--- src/rtl/prog_counter.sv ---
// Programmable up/down counter with a run-time upper bound, wrap or saturate boundary
// handling, one-cycle boundary pulses and a sticky boundary flag.
module prog_counter #(
    parameter int unsigned      WIDTH     = 8,
    parameter logic [WIDTH-1:0] RESET_VAL = '0
) (
    input  logic             clock,
    input  logic             reset,
    input  logic             enable,
    input  logic             up_down,
    input  logic             saturate,
    input  logic             load,
    input  logic [WIDTH-1:0] load_value,
    input  logic [WIDTH-1:0] max_value,
    input  logic             clear_flags,
    output logic [WIDTH-1:0] counter_out,
    output logic             wrap,
    output logic             sat_hit,
    output logic             bound_sticky
);

    localparam logic [WIDTH-1:0] ONE = WIDTH'(1);

    logic [WIDTH-1:0] count_next;
    logic             wrap_next;
    logic             sat_next;
    logic             sticky_next;

    always_comb begin
        count_next = counter_out;
        wrap_next  = 1'b0;
        sat_next   = 1'b0;

        if (load) begin
            count_next = (load_value > max_value) ? max_value : load_value;
        end else if (enable) begin
            if (up_down) begin
                // Increment only below the bound, so the WIDTH-bit add never carries out.
                if (counter_out < max_value) begin
                    count_next = counter_out + ONE;
                end else if (saturate) begin
                    count_next = max_value;
                    sat_next   = 1'b1;
                end else begin
                    count_next = '0;
                    wrap_next  = 1'b1;
                end
            end else begin
                if (counter_out == '0) begin
                    if (saturate) begin
                        sat_next   = 1'b1;
                    end else begin
                        count_next = max_value;
                        wrap_next  = 1'b1;
                    end
                end else if (counter_out > max_value) begin
                    // Bound was lowered under the current count: snap silently.
                    count_next = max_value;
                end else begin
                    count_next = counter_out - ONE;
                end
            end
        end

        sticky_next = wrap_next | sat_next | (bound_sticky & ~clear_flags);
    end

    always_ff @(posedge clock) begin
        if (reset) begin
            counter_out  <= RESET_VAL;
            wrap         <= 1'b0;
            sat_hit      <= 1'b0;
            bound_sticky <= 1'b0;
        end else begin
            counter_out  <= count_next;
            wrap         <= wrap_next;
            sat_hit      <= sat_next;
            bound_sticky <= sticky_next;
        end
    end

endmodule

--- config.mk ---
export PLATFORM = sky130hd
export DESIGN_NAME = prog_counter
export DESIGN_NICKNAME = d
export VERILOG_FILES = /design/src/rtl/prog_counter.sv
export SDC_FILE = /design/constraint.sdc
export NUM_CORES = 1
export LEC_CHECK = 0
export CAP_MARGIN = 20
export CORE_AREA = 2 2 74 48
export DETAILED_ROUTE_END_ITERATION = 12
export DIE_AREA = 0 0 76 50
export PLACE_DENSITY = 0.78
export SKIP_LAST_GASP = 1
export SYNTH_ARGS = -nofsm -noshare
export SYNTH_HDL_FRONTEND = slang
export SYNTH_SLANG_ARGS = --single-unit
--- constraint.sdc ---
create_clock -name clock -period 2.6 [get_ports clock]
set_clock_uncertainty 0.15 [all_clocks]
set_input_delay 0.39 -clock clock [delete_from_list [all_inputs] [get_ports clock]]
set_output_delay 0.39 -clock clock [all_outputs]
set_load 0.005 [all_outputs]
Word-level counts from Yosys, hierarchy flattened
Index checks and enable logic that the tools add are counted.
Cells by class
  add/sub/neg operators: 2
  divide/modulo/power cells: 0
  muxes and demuxes: 21
  equality and inequality tests: 1
  shift-type cells: 0
  bitwise operators: 4
  reductions and logical operators: 3
  multipliers: 0
  magnitude comparators: 3
Operators with widths (number)
  8-bit two-way mux: 9
  8-bit greater-than comparator: 2
  1-bit two-way mux: 12
  8-bit by 1-bit adder with 8-bit output (second input constant): 1
  8-bit logical NOT: 1
  8-bit less-than comparator: 1
  8-bit by 1-bit subtractor with 8-bit output (second input constant): 1
  4-bit != test (second input constant): 1
  1-bit bitwise OR: 2
  2-bit AND reduction: 1
  2-bit nonzero test: 1
  1-bit bitwise AND: 1
  1-bit inverter: 1
Storage, ports and cells
  logic and storage cells: 38
  output and inout port bits: 11
  memory bits (read-only): 0
  input bits: 23
  memories kept: 0
  bits in writable memories: 0
  bits in latches: 0
  register bits after elaboration: 11

Depth between registers and ports, before layout
Gate-level depths: netlist of run 1.
  depth in word-level cells: 7
  mapped depth: 10
  depth with buffers taken out: 9

Worst setup path after synthesis of run 1
Ideal clock, no wire load.
  path type: register -> register
  from: register counter_out[0]
  to: register counter_out[5]
  clock period less this slack: 2404 ps
  data arrival time: 2161 ps
  required time: 2358 ps
  path buffers: 0
  cell stages (with the launch flop): 10
  library setup time: 92 ps
  slack: 196 ps
  path through: dfxtp_1 -> inv_1 -> ha_1 -> nor2b_1 -> o211ai_1 -> a21oi_2 -> nor2_4 -> o21ai_1 -> mux2_2 -> o32ai_1
Between the ends
  cells in the longest elaborated chain, start to end: 6
  elaborated cells between the ends (all ways): 13
  classes of those cells: 2 x add/sub; 2 x order compare; 1 x eq/ne; 6 x mux; 2 x reduce/logical
Ends and longest elaborated chain
  from (decl): RTL line 16  | output logic [WIDTH-1:0] counter_out,
  from (signal assigned): RTL line 75  | counter_out <= count_next;
  8-bit by 1-bit subtractor with 8-bit output / 8-bit greater-than comparator (equally long branches): RTL line 60, 56
  8-bit two-way mux: RTL line 56  | end else if (counter_out > max_value) begin
  8-bit two-way mux: RTL line 49  | if (counter_out == '0) begin
  8-bit two-way mux: RTL line 37  | if (up_down) begin
  8-bit two-way mux: RTL line 36  | end else if (enable) begin
  8-bit two-way mux: RTL line 34  | if (load) begin
Several ways; a longest one is shown, not always the timed one. The select of a mux whose other input is x is not followed.
A chain may end at the register's enable or synchronous reset.

Final worst setup path of run 1
  from: input load_value[1]
  to: register counter_out[6]
Between the ends
  cells in the longest elaborated chain, start to end: 3
Ends and longest elaborated chain
  from (decl): RTL line 13  | input logic [WIDTH-1:0] load_value,
  8-bit greater-than comparator: RTL line 35  | count_next = (load_value > max_value) ? max_value : load_value;
  8-bit two-way mux: RTL line 35
  8-bit two-way mux: RTL line 34
No other way between the ends.

==> results_dict.tcl, run 1 <==
set metrics [dict create \
    path_clk_slew_ps 60 \
    core_area_sq_um 3100 \
    drt_iter0_markers 95 \
    syn_inst 202 \
    path_delay_family "compound AO/OA/AOI/OAI gates" \
    htreeDepth 1 \
    synth_compound_area_share_pct 26.8 \
    grt_pass1_wl_microns 7870 \
    crit_fanout 6 \
    p_seq_share_pct 22.9 \
    r2r-start "counter_out[4]$_SDFFE_PP0P_" \
    hp-start "max_value[1]" \
    multiInputGateArea_sq_um 1250 \
    diodes 0 \
    synth_mux_area_share_pct 6.22 \
    intPower_mw 0.548 \
    hold_violations 0 \
    vias 1754 \
    layout_setup_ws_ps 107 \
    routed_wl_microns 4690 \
    cp.required_ps 2590 \
    setup_tns_ps 0 \
    post-route-period-util_pct 95.9 \
    postRouteAntennaNets 0 \
    path_cells "clkdlybuf4s50_1 > ha_1 > nor2b_1 > o211ai_1 > a21oi_1 > o22ai_2 > buf_4 > mux2i_1 > a211o_1 > o41ai_1" \
    relSlewSlack_pct 72.5 \
    ys_async_sr_fraction_pct 0 \
    cts_buffers 3 \
    clock-root-buffer "clkbuf_8" \
    grt.overflow.total 0 \
    yosysMostFrequentCell "ha_1" \
    slowest_stage "clkdlybuf4s50_1" \
    placedInstanceArea_sq_um 2100 \
    yosysTopAreaCellShare_pct 15.5 \
    worstSetupPathType "input port to flop" \
    placementRows 16 \
    synthXorXnorAreaFrac_pct 6.30 \
    seq_area_sq_um 220 \
    setup-violations-final 0 \
    gp_congestion 0.999 \
    grt_pass1_vias 1638 \
    die_w_microns 76 \
    tritoncts "done" \
    grt_max_degree 30 \
    die-area_sq_um 3800 \
    ys_types 45 \
    drv_slew 0 \
    fmax_mhz 401 \
    layout-drive-gt1-share_pct 21.5 \
    hold_class "input port to flop" \
    ys_warn_count 0 \
    cp.arrival_ps 2490 \
    power.density_nw_per_um2 412 \
    min_period_ps 2490 \
    drc_errors 0 \
    yosysTopAreaCell "ha_1" \
    stdcell_count 305 \
    ys_top_cells_by_area "ha_1 (16%), dfxtp_1 (14%), a21oi_1 (4.6%), nand2_1 (4.4%), nor2_1 (4.2%)" \
    synth_seq_cells 11 \
    rsz0062_at_grt "yes" \
    clkPwrFrac_pct 20.8 \
    ios 34 \
    drv_cap 0 \
    place_hpwl_microns 3630 \
    port_buffers 33 \
    wl_per_cell_microns 15.4 \
    yosys.area_share.simple_pct 24.6 \
    final_area_sq_um 2180 \
    start_util_pct 49.3 \
    clk_latency_ps 250 \
    path_buf_inv 2 \
    final_util_pct 70.3 \
    synth_top_family_by_area "compound AO/OA/AOI/OAI gates" \
    drt_pass1_iterations 4 \
    synth-adder-area-share_pct 15.5 \
    dp_cells 300 \
    via_per_inst 5.75 \
    syn_nets 244 \
    postCtsHoldBufs 0 \
    nFillCells 253 \
    cp-start-kind "input port" \
    power_leakage_nw 0.944 \
    area_growth_pct 42.7 \
    track_usage_pct 25.9 \
    place_ws_ps -377 \
    syn-cell-area_sq_um 1530 \
    synthFlopType "dfxtp_1" \
    nets 303 \
    cts.path.max_buffers 2 \
    worst_path_largest_cell_delay_ps 430 \
    ys_seq_area_share_pct 14.4 \
    crit_path_end_kind "flop" \
    combinationalPowerShare_pct 56.3 \
    ir_worst_vdd_mv 0.336 \
    synth_commonest_cells "ha_1 (19), nand2_1 (18), nor2_1 (17)" \
    startpoint "load_value[1]" \
    switching_share_pct 39.0 \
    status "finished, final reports clean" \
    switchingPower_mw 0.351 \
    antenna_found_initial 0 \
    max_slew.worst_pin.slew_ps 409 \
    syn_avg_cell_area_sq_um 7.57 \
    synth_edf_count 0 \
    die_y_microns 50 \
    numClockSinks 11 \
]
[power by group through the flow]
stage | Sequential (mW) | Combinational (mW) | Clock (mW)
2_1_floorplan | 0.211 | 0.280 | 0
5_1_grt | 0.207 | 0.557 | 0.195
4_1_cts | 0.205 | 0.485 | 0.189
6_report | 0.205 | 0.506 | 0.187
3_5_place_dp | 0.209 | 0.480 | 0
3_3_place_gp | 0.208 | 0.472 | 0
[cells by family (layout without fill, tap and decap cells)]
kind of cell             after synthesis  after routing
buffers and inverters                 22             80
XOR/XNOR                              11             11
multiplexers                           9              9
adder cells (fa/ha/maj)               19             19
flip-flops                            11             11
AO/OA/AOI/OAI                         57             57
AND/OR/NAND/NOR                       73             73
[registers in the layout (all words and copies together) (netlist names)]
name          flops
sat_hit           1
bound_sticky      1
wrap              1
counter_out       8
[worst min-delay path, delay by kind of cell]
kind | cells | cell delay (ps)
buf+inv | 2 | 210
compound gates | 2 | 210
[repair_timing]
item,in CTS,in global routing
pin swaps,0,6
hold endpoints to repair,0,0
gates cloned,0,0
setup endpoints to repair,6,8
resized for setup,1,9
setup buffers,0,1
[final cells by class]
cell class                 count  area share (%)
multi-input combinational    169            57.1
clock buffer                   4            2.06
sequential                    11            10.1
timing repair buffer          65            26.3
tap                           45            2.58
inverter                      11            1.89
[cells in the final DEF, fill, tap and decap left out, drive strengths merged, types with 3 or more instances in the layout]
cell type | Yosys | routed
nand3 | 11 | 11
ha | 19 | 19
o21ai | 11 | 11
and3 | 3 | 3
nand2 | 18 | 18
mux2 | 4 | 4
nor2b | 3 | 3
buf | 4 | 32
inv | 11 | 11
a21oi | 16 | 16
xor2 | 4 | 4
a211o | 3 | 3
nor2 | 18 | 18
nor3 | 9 | 9
clkdlybuf4s50 | 0 | 32
nand4 | 4 | 4
mux2i | 5 | 5
dfxtp | 11 | 11
a21o | 3 | 3
xnor2 | 7 | 7
o211ai | 3 | 3
clkbuf | 7 | 4
[per-stage QoR]
| stage | power (mW) | hold WS [ps] |
|---|---|---|
| global route | 0.958 | 497 |
| detailed placement | 0.688 | 444 |
| floorplan | 0.491 | 426 |
| global placement | 0.680 | 450 |
| CTS | 0.879 | 472 |
| finish | 0.899 | 451 |
[final timing paths]
path / to / slack (ps) / cells after the start
worst max-delay path: counter_out[6]$_SDFFE_PP0P_ / 110 / 10
worst min-delay path: counter_out[1]$_SDFFE_PP0P_ / 450 / 4
worst max register to register: counter_out[6]$_SDFFE_PP0P_ / 350 / 8
worst min register to register: bound_sticky$_SDFF_PP0_ / 480 / 3
[metal layers]
| metal | vias to the layer above | part of all wire [%] | global-route usage [%] |
|---|---|---|---|
| li1 | 866 | - | - |
| met1 | 801 | 49 | 35.7 |
| met2 | 81 | 44 | 42.9 |
| met3 | 6 | 6.8 | 5.31 |
| met4 | 0 | 0.77 | 3.94 |
| met5 | - | 0 | 0 |
No activity file was read; power rests on OpenSTA's default activity.
==> run 2, diff against run 1 <==
--- a/config.mk
+++ b/config.mk
@@ -6,10 +6,11 @@
 export NUM_CORES = 1
 export LEC_CHECK = 0
 export CAP_MARGIN = 20
-export CORE_AREA = 2 2 74 48
+export CORE_AREA = 2 2 72 46
 export DETAILED_ROUTE_END_ITERATION = 12
-export DIE_AREA = 0 0 76 50
-export PLACE_DENSITY = 0.78
+export DIE_AREA = 0 0 74 48
+export DONT_BUFFER_PORTS = 1
+export PLACE_DENSITY = 0.69
 export SKIP_LAST_GASP = 1
 export SYNTH_ARGS = -nofsm -noshare
 export SYNTH_HDL_FRONTEND = slang
==> results_dict.tcl, run 2 (same netlist as run 1, synthesis figures left out) <==
set metrics [dict create \
    cts.path.max_buffers 2 \
    vias 1595 \
    path_cells "ha_1 > nand2_1 > o21ai_1 > nor2_4 > o21ai_1 > buf_4 > nor3_1 > o41ai_1" \
    nets 253 \
    clock-root-buffer "clkbuf_8" \
    p_seq_share_pct 25.3 \
    crit_top_cell "o21ai_1" \
    power_leakage_nw 0.722 \
    switching_share_pct 39.7 \
    path_clk_slew_ps 60 \
    htreeDepth 1 \
    drt_pass1_iterations 4 \
    layout_setup_ws_ps 232 \
    slowest_stage "o21ai_1" \
    layout_common_cells "ha_1 (19), nand2_1 (18), nor2_1 (17), buf_4 (15), a21oi_1 (14)" \
    postCtsHoldBufs 0 \
    path_buf_inv 1 \
    final_common_cell "ha_1" \
    place_hpwl_microns 3550 \
    die-area_sq_um 3550 \
    crit_path_end_kind "flop" \
    max_slew.worst_pin.slew_ps 467 \
    layout-drive-gt1-share_pct 15.2 \
    cts_repair_resize_count 0 \
    numClockSinks 11 \
    relSlewSlack_pct 68.7 \
    start_util_pct 54.0 \
    cp-start-kind "flop" \
    grt.overflow.total 0 \
    ios 34 \
    intPower_mw 0.469 \
    via_per_inst 6.33 \
    rsz0062_at_grt "no" \
    setup-violations-final 0 \
    largest_register_ffs 8 \
    clk_latency_ps 240 \
    clkPwrFrac_pct 23.5 \
    drv_cap 0 \
    placementRows 15 \
    die_w_microns 74 \
    power.density_nw_per_um2 461 \
    area_growth_pct 10.4 \
    grt_max_degree 31 \
    antenna_found_initial 0 \
    drv_slew 0 \
    setup_tns_ps 0 \
    post-route-period-util_pct 91.1 \
    wl_per_cell_microns 17.8 \
    track_usage_pct 27.3 \
    cp.required_ps 2580 \
    grt_pass1_wl_microns 7120 \
    diodes 0 \
    hold_violations 0 \
    min_period_ps 2370 \
    crit_fanout 8 \
    gp_congestion 0.965 \
    grt_pass1_vias 1508 \
    port_buffers 0 \
    drc_errors 0 \
    worstSetupPathType "flop to flop" \
    fmax_mhz 422 \
    routed_wl_microns 4490 \
    worst_path_largest_cell_delay_ps 390 \
    place_ws_ps 134 \
    die_y_microns 48 \
    nFillCells 263 \
    path_delay_family "compound AO/OA/AOI/OAI gates" \
    cts_setup_buffers 0 \
    hold_class "input port to flop" \
    core_area_sq_um 2830 \
    switchingPower_mw 0.308 \
    ir_worst_vdd_mv 0.246 \
    postRouteAntennaNets 0 \
    cp.arrival_ps 2350 \
    combinationalPowerShare_pct 51.3 \
    status "finished, final reports clean" \
    drt_iter0_markers 220 \
    regMostFlops "counter_out" \
    cts_buffers 3 \
    tritoncts "done" \
]
[run 2: cell types whose count changed in the layout (fill, tap and decap cells not counted), sizes merged]
cell,before,now
clkdlybuf4s50,32,0
buf,32,15
clkbuf,4,3
clkinv,0,1
dlymetal6s2s,1,0
[run 2: power groups by stage]
stage | logic [mW] | registers (mW) | clock network [mW]
6_report | 0.399 | 0.197 | 0.182
5_1_grt | 0.439 | 0.197 | 0.198
4_1_cts | 0.393 | 0.196 | 0.189
3_5_place_dp | 0.390 | 0.200 | 0
3_3_place_gp | 0.383 | 0.199 | 0
2_1_floorplan | 0.280 | 0.211 | 0
[run 2: cell type report]
type,instances,area [sq um],share of cell area (%)
multi-input combinational,169,1210,72.0
sequential,11,220,13.0
timing repair buffer,15,113,6.67
tap,42,52.6,3.11
clock buffer,3,41.3,2.45
inverter,11,41.3,2.45
clock inverter,1,5.00,0.297
[run 2: metal layers]
layer | GRT usage [%] | wire, microns | vias to the layer above
met5 | 0 | 0 | -
met4 | 8.73 | 84 | 0
met3 | 7.37 | 515 | 10
met2 | 42.3 | 1920 | 83
met1 | 37.3 | 1980 | 741
li1 | - | - | 761
[run 2: worst paths after layout]
kind	depth (start not counted)	endpoint	slack, ps	startpoint
min	1	wrap$_SDFF_PP0_	60	saturate
min reg2reg	3	bound_sticky$_SDFF_PP0_	480	bound_sticky$_SDFF_PP0_
max	8	counter_out[7]$_SDFFE_PP0P_	230	counter_out[7]$_SDFFE_PP0P_
max reg2reg	8	counter_out[7]$_SDFFE_PP0P_	230	counter_out[7]$_SDFFE_PP0P_
[run 2: per-stage QoR]
stage	total power, mW	util, %	area, sq um	instances	hold slack [ps]
CTS	0.778	59.6	1690	252	55.6
floorplan	0.491	-	1530	202	426
finish	0.778	59.6	1690	252	64.0
global placement	0.583	57.9	1640	248	316
global route	0.834	59.6	1690	252	49.7
detailed placement	0.590	57.9	1640	248	318
